### src/rtl/ysyx_25040111_trap_ctrl_pkg.sv
// Shared definitions for the trap sequencer: widths, CSR addresses, FSM states, op decode.
// MSTATUS helpers are only exercised when YSYX_25040111_TRAP_MSTATUS_EN is defined.
package ysyx_25040111_trap_ctrl_pkg;

    localparam int XLEN   = 32;
    localparam int CSR_AW = 12;

    localparam logic [CSR_AW-1:0] CSR_MSTATUS = 12'h300;
    localparam logic [CSR_AW-1:0] CSR_MTVEC   = 12'h305;
    localparam logic [CSR_AW-1:0] CSR_MEPC    = 12'h341;
    localparam logic [CSR_AW-1:0] CSR_MCAUSE  = 12'h342;

    localparam int MSTATUS_MIE  = 3;
    localparam int MSTATUS_MPIE = 7;
    localparam int MSTATUS_MPP  = 11;

    typedef enum logic [2:0] {
        S_IDLE,
        S_W_EPC,
        S_W_CAUSE,
        S_W_STAT,
        S_R_VEC,
        S_R_EPC,
        S_REDIR,
        S_HALT
    } state_t;

    typedef enum logic [1:0] {
        OP_NONE,
        OP_TRAP,
        OP_MRET,
        OP_EBREAK
    } op_t;

    // EBREAK outranks a trap request, which outranks MRET.
    function automatic op_t decode_op(input logic ebreak, input logic err, input logic mret);
        if (ebreak)    return OP_EBREAK;
        else if (err)  return OP_TRAP;
        else if (mret) return OP_MRET;
        else           return OP_NONE;
    endfunction

    function automatic logic [XLEN-1:0] mstatus_on_trap(input logic [XLEN-1:0] s);
        logic [XLEN-1:0] r;
        r                             = s;
        r[MSTATUS_MPIE]               = s[MSTATUS_MIE];
        r[MSTATUS_MIE]                = 1'b0;
        r[MSTATUS_MPP+1:MSTATUS_MPP]  = 2'b11;
        return r;
    endfunction

    function automatic logic [XLEN-1:0] mstatus_on_mret(input logic [XLEN-1:0] s);
        logic [XLEN-1:0] r;
        r               = s;
        r[MSTATUS_MIE]  = s[MSTATUS_MPIE];
        r[MSTATUS_MPIE] = 1'b1;
        return r;
    endfunction

endpackage

### src/rtl/ysyx_25040111_trap_ctrl_if.sv
// Bundle of the decoder input, shared CSR port, IFU redirect and status lines.
// master = trap controller, slave = surrounding core / environment.
interface ysyx_25040111_trap_ctrl_if;
    import ysyx_25040111_trap_ctrl_pkg::*;

    logic              in_valid;
    logic              in_ready;
    logic [XLEN-1:0]   in_pc;
    logic              in_err;
    logic [3:0]        in_err_type;
    logic              in_mret;
    logic              in_ebreak;

    logic              csr_wen;
    logic [CSR_AW-1:0] csr_waddr;
    logic [XLEN-1:0]   csr_wdata;
    logic [CSR_AW-1:0] csr_raddr;
    logic [XLEN-1:0]   csr_rdata;

    logic              redir_valid;
    logic              redir_ready;
    logic [XLEN-1:0]   redir_pc;

    logic              busy;
    logic              halt;

    modport master (
        input  in_valid, in_pc, in_err, in_err_type, in_mret, in_ebreak,
        output in_ready,
        output csr_wen, csr_waddr, csr_wdata, csr_raddr,
        input  csr_rdata,
        output redir_valid, redir_pc,
        input  redir_ready,
        output busy, halt
    );

    modport slave (
        output in_valid, in_pc, in_err, in_err_type, in_mret, in_ebreak,
        input  in_ready,
        input  csr_wen, csr_waddr, csr_wdata, csr_raddr,
        output csr_rdata,
        input  redir_valid, redir_pc,
        output redir_ready,
        input  busy, halt
    );

endinterface

### src/rtl/ysyx_25040111_trap_ctrl.sv
// Trap sequencer: drives the shared CSR port for ECALL/MRET, redirects the IFU, halts on EBREAK.
// Defining YSYX_25040111_TRAP_MSTATUS_EN adds the MSTATUS read-modify-write state W_STAT.
module ysyx_25040111_trap_ctrl
    import ysyx_25040111_trap_ctrl_pkg::*;
(
    input  logic                           clock,
    input  logic                           reset,
    ysyx_25040111_trap_ctrl_if.master      bus
);

    state_t          state, state_nxt;
    logic [XLEN-1:0] pc_q, redir_q, redir_nxt;
    logic [3:0]      cause_q;
    logic            accept;
`ifdef YSYX_25040111_TRAP_MSTATUS_EN
    logic            mret_q;
`endif

    assign accept = bus.in_valid && (state == S_IDLE);

    // NOTE: sequential state uses non-blocking assignments so every register samples pre-edge values.
    always_ff @(posedge clock or posedge reset) begin
        if (reset) begin
            state   <= S_IDLE;
            pc_q    <= '0;
            cause_q <= '0;
            redir_q <= '0;
`ifdef YSYX_25040111_TRAP_MSTATUS_EN
            mret_q  <= 1'b0;
`endif
        end else begin
            state   <= state_nxt;
            redir_q <= redir_nxt;
            if (accept) begin
                pc_q    <= bus.in_pc;
                cause_q <= bus.in_err_type;
`ifdef YSYX_25040111_TRAP_MSTATUS_EN
                mret_q  <= (decode_op(bus.in_ebreak, bus.in_err, bus.in_mret) == OP_MRET);
`endif
            end
        end
    end

    // NOTE: every signal driven here gets a default first, so no path can infer a latch.
    always_comb begin
        state_nxt     = state;
        redir_nxt     = redir_q;
        bus.csr_wen   = 1'b0;
        bus.csr_waddr = '0;
        bus.csr_wdata = '0;
        bus.csr_raddr = '0;

        case (state)
            S_IDLE: begin
                if (bus.in_valid) begin
                    case (decode_op(bus.in_ebreak, bus.in_err, bus.in_mret))
                        OP_EBREAK: state_nxt = S_HALT;
                        OP_TRAP:   state_nxt = S_W_EPC;
                        OP_MRET:   state_nxt = S_R_EPC;
                        default:   state_nxt = S_IDLE;
                    endcase
                end
            end
            S_W_EPC: begin
                bus.csr_wen   = 1'b1;
                bus.csr_waddr = CSR_MEPC;
                bus.csr_wdata = pc_q;
                state_nxt     = S_W_CAUSE;
            end
            S_W_CAUSE: begin
                bus.csr_wen   = 1'b1;
                bus.csr_waddr = CSR_MCAUSE;
                bus.csr_wdata = {{(XLEN-4){1'b0}}, cause_q};
`ifdef YSYX_25040111_TRAP_MSTATUS_EN
                state_nxt     = S_W_STAT;
`else
                state_nxt     = S_R_VEC;
`endif
            end
`ifdef YSYX_25040111_TRAP_MSTATUS_EN
            // Single port: MRET reads MEPC first, then revisits here for its MSTATUS update.
            S_W_STAT: begin
                bus.csr_raddr = CSR_MSTATUS;
                bus.csr_wen   = 1'b1;
                bus.csr_waddr = CSR_MSTATUS;
                bus.csr_wdata = mret_q ? mstatus_on_mret(bus.csr_rdata)
                                       : mstatus_on_trap(bus.csr_rdata);
                state_nxt     = mret_q ? S_REDIR : S_R_VEC;
            end
`endif
            S_R_VEC: begin
                bus.csr_raddr = CSR_MTVEC;
                redir_nxt     = bus.csr_rdata & ~32'h3;
                state_nxt     = S_REDIR;
            end
            S_R_EPC: begin
                bus.csr_raddr = CSR_MEPC;
                redir_nxt     = bus.csr_rdata;
`ifdef YSYX_25040111_TRAP_MSTATUS_EN
                state_nxt     = S_W_STAT;
`else
                state_nxt     = S_REDIR;
`endif
            end
            S_REDIR: begin
                if (bus.redir_ready) state_nxt = S_IDLE;
            end
            S_HALT:  state_nxt = S_HALT;
            default: state_nxt = S_IDLE;
        endcase
    end

    assign bus.in_ready    = (state == S_IDLE);
    assign bus.busy        = (state != S_IDLE);
    assign bus.halt        = (state == S_HALT);
    assign bus.redir_valid = (state == S_REDIR);
    assign bus.redir_pc    = redir_q;

endmodule

### src/flat_wrapper.sv
// flat-port wrapper written by rule: the top's interface ports become plain ports
module ysyx_25040111_trap_ctrl_flat import ysyx_25040111_trap_ctrl_pkg::*;
  (clock, reset, bus_in_valid, bus_in_pc, bus_in_err, bus_in_err_type, bus_in_mret, bus_in_ebreak, bus_in_ready, bus_csr_wen, bus_csr_waddr, bus_csr_wdata, bus_csr_raddr, bus_csr_rdata, bus_redir_valid, bus_redir_pc, bus_redir_ready, bus_busy, bus_halt);
  ysyx_25040111_trap_ctrl_if bus_i ();
  input  logic clock;
  input  logic reset;
  input wire logic [$bits(bus_i.in_valid)-1:0] bus_in_valid;
  input wire logic [$bits(bus_i.in_pc)-1:0] bus_in_pc;
  input wire logic [$bits(bus_i.in_err)-1:0] bus_in_err;
  input wire logic [$bits(bus_i.in_err_type)-1:0] bus_in_err_type;
  input wire logic [$bits(bus_i.in_mret)-1:0] bus_in_mret;
  input wire logic [$bits(bus_i.in_ebreak)-1:0] bus_in_ebreak;
  output wire logic [$bits(bus_i.in_ready)-1:0] bus_in_ready;
  output wire logic [$bits(bus_i.csr_wen)-1:0] bus_csr_wen;
  output wire logic [$bits(bus_i.csr_waddr)-1:0] bus_csr_waddr;
  output wire logic [$bits(bus_i.csr_wdata)-1:0] bus_csr_wdata;
  output wire logic [$bits(bus_i.csr_raddr)-1:0] bus_csr_raddr;
  input wire logic [$bits(bus_i.csr_rdata)-1:0] bus_csr_rdata;
  output wire logic [$bits(bus_i.redir_valid)-1:0] bus_redir_valid;
  output wire logic [$bits(bus_i.redir_pc)-1:0] bus_redir_pc;
  input wire logic [$bits(bus_i.redir_ready)-1:0] bus_redir_ready;
  output wire logic [$bits(bus_i.busy)-1:0] bus_busy;
  output wire logic [$bits(bus_i.halt)-1:0] bus_halt;
  assign bus_i.in_valid = bus_in_valid;
  assign bus_i.in_pc = bus_in_pc;
  assign bus_i.in_err = bus_in_err;
  assign bus_i.in_err_type = bus_in_err_type;
  assign bus_i.in_mret = bus_in_mret;
  assign bus_i.in_ebreak = bus_in_ebreak;
  assign bus_in_ready = bus_i.in_ready;
  assign bus_csr_wen = bus_i.csr_wen;
  assign bus_csr_waddr = bus_i.csr_waddr;
  assign bus_csr_wdata = bus_i.csr_wdata;
  assign bus_csr_raddr = bus_i.csr_raddr;
  assign bus_i.csr_rdata = bus_csr_rdata;
  assign bus_redir_valid = bus_i.redir_valid;
  assign bus_redir_pc = bus_i.redir_pc;
  assign bus_i.redir_ready = bus_redir_ready;
  assign bus_busy = bus_i.busy;
  assign bus_halt = bus_i.halt;
  ysyx_25040111_trap_ctrl u_core (.clock(clock), .reset(reset), .bus(bus_i));
endmodule
### config.mk
export PLATFORM = sky130hd
export DESIGN_NAME = ysyx_25040111_trap_ctrl_flat
export DESIGN_NICKNAME = d
export VERILOG_FILES = /design/src/rtl/ysyx_25040111_trap_ctrl_pkg.sv /design/src/rtl/ysyx_25040111_trap_ctrl_if.sv /design/src/rtl/ysyx_25040111_trap_ctrl.sv /design/src/flat_wrapper.sv
export SDC_FILE = /design/constraint.sdc
export NUM_CORES = 1
export LEC_CHECK = 0
export CORE_MARGIN = 4
export CORE_UTILIZATION = 42
export CTS_CLUSTER_DIAMETER = 50
export CTS_CLUSTER_SIZE = 40
export DETAILED_ROUTE_END_ITERATION = 16
export PLACE_DENSITY = 0.91
export SLEW_MARGIN = 20
export SYNTH_ARGS = -nofsm -noshare
export SYNTH_HDL_FRONTEND = slang
export SYNTH_SLANG_ARGS = --single-unit
### constraint.sdc
create_clock -name clock -period 7.1 [get_ports clock]
set_clock_uncertainty 0.2 [all_clocks]
set_input_delay 1.775 -clock clock [delete_from_list [all_inputs] [get_ports clock]]
set_output_delay 1.775 -clock clock [all_outputs]
set_load 0.05 [all_outputs]
**Word-level counts from Yosys, hierarchy flattened**

Cells that the tools add are included.

- Input bits: 75
- Logic and storage cells: 36
- Output and inout port bits: 93
- Register bits after elaboration: 71

- Reduce and logical (&&, ||, !) cells: 7
- Multiplexer cells: 14
- Eq/ne operators: 11

Operator list:

| cell | number |
|---|---|
| $pmux W32 S2 | 2 |
| $pmux W10 S2 | 2 |
| $pmux W3 S6 | 1 |
| $eq A3 B3 Y1 const B | 4 |
| $mux W2 | 5 |
| $pmux W3 S3 | 1 |
| $mux W3 | 2 |
| $eq A2 B2 Y1 const B | 2 |
| $reduce_or A2 Y1 | 2 |
| $eq A3 B1 Y1 const B | 1 |
| $eq A3 B2 Y1 const B | 1 |
| $logic_not A3 Y1 | 1 |
| $reduce_bool A3 Y1 | 1 |
| $eq A2 B1 Y1 const B | 1 |
| $ne A2 B1 Y1 const B | 1 |
| $ne A2 B2 Y1 const B | 1 |
| $reduce_and A2 Y1 | 1 |
| $reduce_bool A2 Y1 | 1 |
| $logic_and A1 B1 Y1 | 1 |
| $mux W1 | 1 |

**Longest topological paths before layout**

Gate-level depths: netlist of the first run.

- Depth in word-level cells: 9
- Gate-level depth with buffers: 6
- Mapped depth without buffers: 4

**Worst setup path before layout of the first run**

OpenSTA, ideal clock, no wires.

- Path type: register to output
- Start point: register u_core.state[0]
- End point: output bus_csr_waddr[6]
- Arrival: 2.739 ns
- Slack: 2.386 ns
- Cell stages (with the launch flop): 5
- Buffers on the path: 2
- Data required time: 5.125 ns
- Cell sequence: dfrtp_1 > clkbuf_1 > nor3b_1 > or2_2 > buf_4

- Cells in the longest elaborated chain, start to end: 2
- Elaborated cells on any way between the ends: 3
- Those cells by class: eq/ne (2); mux (1)

RTL lines:

| what | line | RTL |
|---|---|---|
| start, declared | ysyx_25040111_trap_ctrl.sv:11 | `state_t state, state_nxt;` |
| start signal, assigned | ysyx_25040111_trap_ctrl.sv:32 | `state <= state_nxt;` |
| $eq A3 B2 Y1 / $eq A3 B1 Y1 (equally long branches) | ysyx_25040111_trap_ctrl.sv:53 | `case (state)` |
| $pmux W10 S2 * | ysyx_25040111_trap_ctrl.sv:53 |  |
| end, declared | flat_wrapper.sv:15 | `output wire logic [$bits(bus_i.csr_waddr)-1:0] bus_csr_waddr;` |

Every way passes the cells marked *; elsewhere a longest branch is shown, timed or not.

**Worst setup path in the final report of the first run**

- Start point: register u_core.state[1]
- End point: output bus_csr_waddr[6]

The elaborated chain is that of the path after synthesis.

==> flow_results.org, run 1 <==
** Synth
- Of the total synthesized cell area, the portion taken by full adders, half adders and majority gates is 0%.
- Summing every instance area after synthesis gives roughly 3100 sq um.
- Number of synthesized flops with an enable pin :: 0
- After synthesis, the share of flip-flops with an asynchronous set or reset is 100.0%.
- After synthesis, the share of cell area in mux cells is approximately 13%.
- In this run, synthesis produced a sequential element count of a little over 70.
- Average cell area after synthesis :: roughly 11 sq um
- Synth Area in Compound Gates :: 2.543%
- For this run, the number of Yosys warnings is 0.
- The number of different library cells used by synthesis comes to 26.
- After Yosys synthesis, and, or, nand and nor cells account for roughly a fifth of the synthesized area.
- Share of the synthesized netlist area taken by xor and xnor gates :: 0%
- For this run, the leading register cell type out of synthesis is dfrtp_1.
- After synthesis, the largest family of logic cells by area is simple AND/OR/NAND/NOR gates.
- Post-synthesis cell count :: 298
- Sequential-to-total area share from yosys stat :: between 50 and 60%

** Floorplan
- Starting utilization of the core area :: between 40% and 50%
- The total area inside the core boundary comes to about 7300 sq um.
- Pin placement for this block handled roughly 170 I/O pins.
- The floorplan has 31 rows.
- Die X :: around 95 microns
- Die Footprint :: about 8900 sq um
- The die is about 95 microns tall.

** Layout
- Post-layout instance area :: between 4000 and 5000 sq um
- Area growth, synth to finish :: 53.87%
- Final core occ :: between 60 and 70%
- Most common cell after layout, fill and taps aside :: clkdlybuf4s50_1
- Antenna Cells :: 0
- The library cells used most frequently in the layout, excluding fill and tap cells, are 153 x clkdlybuf4s50_1, 94 x nand2_1, 71 x dfrtp_1.
- Layout cells sized above 1 :: 13.48%
- NumNets Final :: between 500 and 600
- Layout Cells excl Fill :: 544

** Clock network
- Clk pin slew, worst setup/hold paths :: ~80 ps
- Gates resized during post-CTS repair numbered 0.
- Source-to-sink clock delay at the later pin of the worst-skew pair :: 340 ps
- After clock tree synthesis, the flow added hold-fix buffers numbering 0.
- The H-tree generated during clock tree synthesis spans 3 levels.
- Counting along the longest clock path gives a buffer depth of 2.
- Buffer type at the clock tree root :: clkbuf_8
- TritonCTS clock tree :: built
- Number of clock sinks seen by CTS :: a little over 70
- Post-CTS setup buffers :: 0
- Number of buffers added by the clock tree synthesis step :: 9

** Timing
- Total count of max-transition violations in the final report :: 0
- Endpoints failing hold :: 0
- The worst path uses 69.45% of the clock period.
- Static timing analysis puts the maximum clock frequency at 202.8 MHz.
- For the pin with the worst max-slew slack, the measured transition is between 900 and 1000 ps.
- RSZ-0062 raised after global routing :: false
- Summed negative setup slack over all endpoints :: 0 ps
- After layout, the minimum clock period comes to about 5000 ps.
- Worst slew margin relative to its limit :: 36.55%
- Number of endpoints failing setup at the final stage :: 0

** Placement
- Area of placed instances :: ~4600 sq um
- HPWL Detailed :: a little over 6000 microns
- Once placement completed, the tool counted placed cells totaling 529.
- At the end of routability-driven placement, the weighted congestion stood at ~0.8.
- In this run the tool buffered the top-level ports with 153 buffer cells.

** Power
- Across the VDD grid, the largest voltage drop is around 0.00036 V.
- Of the total power, the share spent switching nets is a little under half.
- Per report_power, the clock group accounts for between 10 and 15% of the total.
- Pwr Density :: between 400 and 500 nW/um^2
- In this run the power spent charging and discharging nets is roughly 1.0 mW.
- Registers are responsible for a little under a third of the overall power.
- Cell internal power was estimated by the tool at roughly 1.2 mW.
- Leakage power total :: ~2.3 nW
- Combinational cells account for a little over half of the total power.

** Routing
- Using the TritonRoute via totals, the vias-per-cell ratio works out to approximately 4.8.
- After detailed routing, the average wire length per cell comes to 15.43 microns.
- Total via count in the routed design :: approximately 2600
- Post-detailed-routing wire length :: approximately 8400 microns
- Post-route DRC :: 0
- The count of nets left with antenna violations once routing finished came out at 0.
- In this run, the number of DRC markers left after iteration 0 of detailed routing was between 50 and 60.
- Before antenna repair, the detailed router went through 5 iterations.

** Setup path
- Type of element capturing the critical path :: output port
- Count of cells along the worst register-to-register path :: 4
- The critical path is of the flop to output port type.
- Of all nets on the critical path, the largest fanout is 30.
- Crit path max-delay cell type :: clkdlybuf4s50_1
- CP Depth :: 4
- Flop-to-flop setup slack :: 4650 ps
- Kind of start point of the critical path :: flop
- Count of buffer and inverter cells on the critical path :: 1
- For the worst setup path, the data required time is between 5000 and 6000 ps.
- Arr. time, crit path :: slightly below 3000 ps
- The critical path goes through nor2_2, and2_1, or2_2, clkdlybuf4s50_1.
- The largest single stage delay on the critical path is 810 ps.
- Cell family with most CP delay :: simple AND/OR/NAND/NOR gates

** Global routing
- The initial antenna violation count is 0.
- Global routing used approximately 19% of the available tracks.
- Global-route congestion overflow total :: 0
- Entering global routing, the biggest net connects a little over 70 pins.
- The first global-routing pass estimated approximately 13000 microns of wire.
- Via count of the first global-routing pass :: around 2800

** Min path
- Along the worst hold path, the cell count comes to 2.
- Worst min path class :: flop to flop

** Run
- Across the run, the number of max-cap violations was 0.

** Status
- The flow ran to the end, and the final reports show no timing, DRC or antenna violations.
==> worst min-delay path, stage by stage, from the launching register on <==
cell and delay, ps:
dfrtp_1 340, nand2_1 50, nand2_1 50
==> routing by layer <==
layer	vias to the layer above	track usage (%)	share of wire, %
met5	-	0	0
met4	0	6.370	0.67
met3	9	8.526	12
met2	131	31.97	49
met1	1251	22.28	38
li1	1216	-	-
==> synth_stat cells, types with 2 or more instances <==
| cell | count | area, sq um |
|---|---|---|
| a21oi_1 | 3 | 15.01 |
| a22o_1 | 5 | 43.79 |
| and2_1 | 3 | 18.77 |
| and3_1 | 29 | 181.4 |
| buf_2 | 2 | 10.01 |
| buf_4 | 19 | 142.6 |
| buf_6 | 4 | 45.04 |
| clkbuf_1 | 13 | 48.80 |
| dfrtp_1 | 71 | 1777 |
| inv_1 | 3 | 11.26 |
| mux2_2 | 36 | 405.4 |
| nand2_1 | 94 | 352.8 |
| nand3_1 | 2 | 10.01 |
| nor2_1 | 2 | 7.510 |
==> state kept, by name, summed over array words and instances (netlist names) <==
signal and flops:
u_core.state 3, u_core.pc_q 32, u_core.cause_q 4, u_core.bus.redir_pc 32
==> cells by family (layout without fill, tap and decap cells) <==
kind of cell | count (synthesis) | after routing
and+or+nand+nor | 137 | 137
DFF | 71 | 71
buffers and inverters | 42 | 176
muxes | 36 | 36
AOI/OAI and AO/OA | 11 | 11
other | 1 | 14
==> final cells by class <==
type                            instances  area [sq um]
Clock buffer                           11         151.4
Clock inverter                          4         53.80
Fill cell                             573          2407
Inverter                                4         15.01
Multi-Input combinational cell        198          1164
Sequential cell                        71          1777
Tap cell                               99         123.9
Timing Repair Buffer                  157          1562
==> power by group through the flow <==
stage	logic, mW	registers (mW)	clock network [mW]
final	1.22	0.710	0.328
after detailed placement	1.23	0.717	0
after global routing	1.31	0.735	0.356
after CTS	1.24	0.711	0.339
after global placement	1.20	0.702	0
after floorplan	0.559	0.997	0
==> stage by stage <==
stage | worst slack, ps | power (mW) | hold WS, ps
after global routing | 1943 | 2.397 | 308.6
after CTS | 2113 | 2.286 | 277.0
after floorplan | 2386 | 1.556 | 272.6
final | 2169 | 2.263 | 271.3
after global placement | 2588 | 1.904 | 248.5
after detailed placement | 2501 | 1.949 | 262.1
==> final timing paths <==
| check | start | to |
|---|---|---|
| max in group asynchronous | reset | u_core.pc_q[3]$_DFFE_PP0P_ |
| hold / removal | u_core.bus.redir_pc[1]$_DFFE_PP0P_ | u_core.bus.redir_pc[1]$_DFFE_PP0P_ |
| hold reg to reg | u_core.bus.redir_pc[1]$_DFFE_PP0P_ | u_core.bus.redir_pc[1]$_DFFE_PP0P_ |
| setup reg to reg | u_core.state[0]$_DFFE_PP0P_ | u_core.pc_q[31]$_DFFE_PP0P_ |
| min in group asynchronous | reset | u_core.bus.redir_pc[11]$_DFFE_PP0P_ |
| setup / recovery | u_core.state[1]$_DFFE_PP0P_ | bus_csr_waddr[6] |
No activity file was read; power rests on OpenSTA's default activity.
==> inputs of run 2 (changes only) <==
- CORE_UTILIZATION: 42 -> 35
- PLACE_DENSITY: 0.91 -> 0.82
- clock period: 7.1 -> 4.1 ns (I/O delays scaled with it)
==> flow_results.org, run 2 (synthesis results as in run 1) <==
** Setup path
- The worst setup path is launched from a flop.
- Data required, critical path :: 2870 ps (-2250 ps)
- The worst setup path is of the flop to output port kind.
- Launching element of the worst setup path :: u_core.state[1]$_DFFE_PP0P_
- R2r startpoint :: u_core.state[0]$_DFFE_PP0P_
- STA classifies the critical path endpoint as an output port.
- Arr. time, crit path :: 2110 ps (-850 ps)
- The maximum fanout along the worst path was 10 (-67%).

** Floorplan
- The I/O pin count was 168 (unchanged).
- Y dimension of the die :: 102.9 microns (+8.7%)
- Core ar. :: 8721 sq um (+20%)
- Die X :: 102.9 microns (+8.7%)
- The standard-cell row count came to 34 (+9.7%).
- The initial core utilization was 36.11% (-7.3 points).
- Die Footprint :: 10580 sq um (+18%)

** Clock network
- Number of hold-repair buffers added at the cts stage :: 0 (unchanged)
- Post-CTS setup buffers :: 0 (unchanged)
- TritonCTS built the clock tree.
- The post-cts resize count came to 0 (unchanged).
- The latest clock arrival within the worst-skew pair was 340 ps (about the same).
- The maximum buffer depth of the clock tree is 2 (unchanged).
- Number of buffers added by the clock tree synthesis step :: 9 (unchanged)
- The root buffer cell chosen for the clock tree is clkbuf_8.
- Number of clock sinks seen by CTS :: 71 (unchanged)
- H-Tree Depth :: 3 (unchanged)
- Clk pin slew, worst setup/hold paths :: 80 ps (about the same)

** Placement
- The sum of net half-perimeters after detailed placement was 6083 microns (-1.7%).
- Final weighted congestion in routability-driven placement :: 0.7975 (-0.80%)
- Port Buf Inserts :: 153 (unchanged)
- Worst-case setup slack after placement :: 1132 ps (-1369 ps)
- Area of placed instances :: 4681 sq um (+0.86%)
- Placed Instances :: 541 (+2.3%)

** Layout
- Layout Cells excl Fill :: 556 (+2.2%)
- Number of fill cells in the layout :: 748 (+31%)
- The fraction of layout cells with a size suffix above 1 was 22.77% (+9.3 points).
- Relative to the synthesized area, the layout overhead comes to 54.87%.
- The final design utilization was 55.93% (-11 points).
- Post-layout instance area :: 4877 sq um (+0.65%)
- Area occupied by multi-input gates :: 1160 sq um (-0.32%)
- Leaving out fill and tap cells, the most frequent cells in the layout are 112 x clkdlybuf4s50_1, 94 x nand2_1, 71 x dfrtp_1.
- Leaving out fill and tap cells, the most frequent cell in the layout is clkdlybuf4s50_1.
- The total inserted antenna cells came to 0 (unchanged).
- The post-layout net count is 519 (+0.58%).
- Sequential cell area :: 1777 sq um (unchanged)

** Timing
- Least-Margin Pin Slew :: 766.1 ps (-184.6 ps)
- Summed negative setup slack over all endpoints :: 0 ps (unchanged)
- RSZ-0062 raised after global routing :: false
- Fmax achieved :: approximately 300 MHz
- Share of the clock period used by the worst path after layout :: between 80% and 90%
- Worst slew margin relative to its limit :: 48.85% (+12 points)
- After layout, the minimum clock period comes to around 3300 ps.
- The number of hold-slack violations in the final timing report was 0 (unchanged).
- The max-slew violation total from the final report came to 0 (unchanged).
- Number of endpoints failing setup at the final stage :: 0 (unchanged)
- The final worst-path setup slack came to 763.4 ps (-1406 ps).

** Routing
- Initial drt markers :: 71 (+39%)
- Met3 Routed Length :: 994 microns (-3.1%)
- The wire length the detailed router placed on met1 was 3394 microns (+7.3%).
- The routed length on met2 came to 3815 microns (-8.0%).
- Via-per-instance ratio :: 4.612 (-3.8%)
- The count of antenna-violating nets left after detailed routing is 0 (unchanged).
- Count of TritonRoute iterations in the first routing pass :: 4 (-1)
- Post-detailed-routing wire length :: 8260 microns (-1.6%)
- The number of remaining DRC errors was 0 (unchanged).
- The detailed router used layers up to and including met4.
- Total via count in the routed design :: 2564 (-1.6%)
- Wire length per cell after detailed routing :: 14.86 microns (-3.7%)

** Power
- The clock network power share came to 14.2% (-0.3 points).
- IR Drop Worst-Case VDD :: 0.0005189 V (+46%)
- The total net switching power was 1.815 mW (+73%).
- The standby leakage power came to 2.407 nW (+5.8%).
- Net Sw Frac :: 45.75% (-0.60 points)
- Internal power :: 2.152 mW (+77%)
- The fraction of power consumed by combinational cells was 54.6% (+0.5 points).
- Part of the total power dissipated in sequential elements :: 31.2% (-0.2 points)
- Pwr Density :: 813.3 nW/um^2 (+74%)

** Global routing
- First-pass GRT wire length :: 12650 microns (-4.6%)
- The pin count of the biggest net entering global routing was 37 (-49%).
- Via count of the first global-routing pass :: 2612 (-6.1%)
- The final global-route overflow total came to 0 (unchanged).
- The initial antenna violation count came to 0 (unchanged).
- Overall Global Routing Usage :: 15.40% (-3.8 points)

** Min path
- Worst min path class :: flop to flop
- In this run the most critical hold path is launched from u_core.bus.redir_pc[17]$_DFFE_PP0P_.

** Status
- The flow ran to the end, and the final reports show no timing, DRC or antenna violations.

** Run
- The reported max-cap violation count came to 0 (unchanged).
==> run 2: cell count changes in the layout (fill, tap and decap cells not counted), sizes merged <==
cell / before / now
buf: 4 / 48
inv: 4 / 3
clkinvlp: 2 / 0
clkdlybuf4s50: 153 / 112
clkinv: 1 / 4
==> run 2: through the flow <==
stage / total power, mW / hold slack [ps]
global placement: 3.366 / 257.7
floorplan: 2.695 / 272.6
finish: 3.967 / 273.1
CTS: 4.004 / 278.6
detailed placement: 3.431 / 260.8
global route: 4.186 / 296.8
==> run 2: layout make-up <==
| cell class | count | share of cell area (%) |
|---|---|---|
| clock inverter | 4 | 0.9236 |
| tap | 108 | 2.771 |
| inverter | 4 | 0.3079 |
| timing repair buffer | 160 | 32.68 |
| multi-input combinational | 198 | 23.78 |
| clock buffer | 11 | 3.104 |
| sequential | 71 | 36.43 |
==> run 2: path summary, 6_finish.rpt <==
check,slack (ps),depth (start not counted),end
setup reg to reg,1840,4,u_core.pc_q[27]$_DFFE_PP0P_
setup / recovery,760,3,bus_csr_raddr[2]
hold reg to reg,270,2,u_core.bus.redir_pc[17]$_DFFE_PP0P_
max in group asynchronous,2090,3,u_core.pc_q[10]$_DFFE_PP0P_
min in group asynchronous,940,2,u_core.bus.redir_pc[19]$_DFFE_PP0P_
hold / removal,270,2,u_core.bus.redir_pc[17]$_DFFE_PP0P_
==> run 2: metal layers <==
| metal | GRT usage [%] | vias up |
|---|---|---|
| met5 | 0 | - |
| met4 | 4.980 | 0 |
| met3 | 6.563 | 6 |
| met2 | 25.07 | 123 |
| met1 | 18.53 | 1209 |
| li1 | - | 1226 |
==> run 2: critical path: stages (launching register included) <==
cell             delay, ps
dfrtp_1                460
nand2b_1               320
nor2_1                 160
clkdlybuf4s50_1        830
==> run 2: power by group through the flow <==
stage | Combinational, mW | Sequential [mW] | Clock (mW)
after global routing | 2.30 | 1.28 | 0.603
after global placement | 2.14 | 1.23 | 0
after floorplan | 0.968 | 1.73 | 0
final | 2.17 | 1.24 | 0.564
after detailed placement | 2.19 | 1.24 | 0
after CTS | 2.19 | 1.24 | 0.578
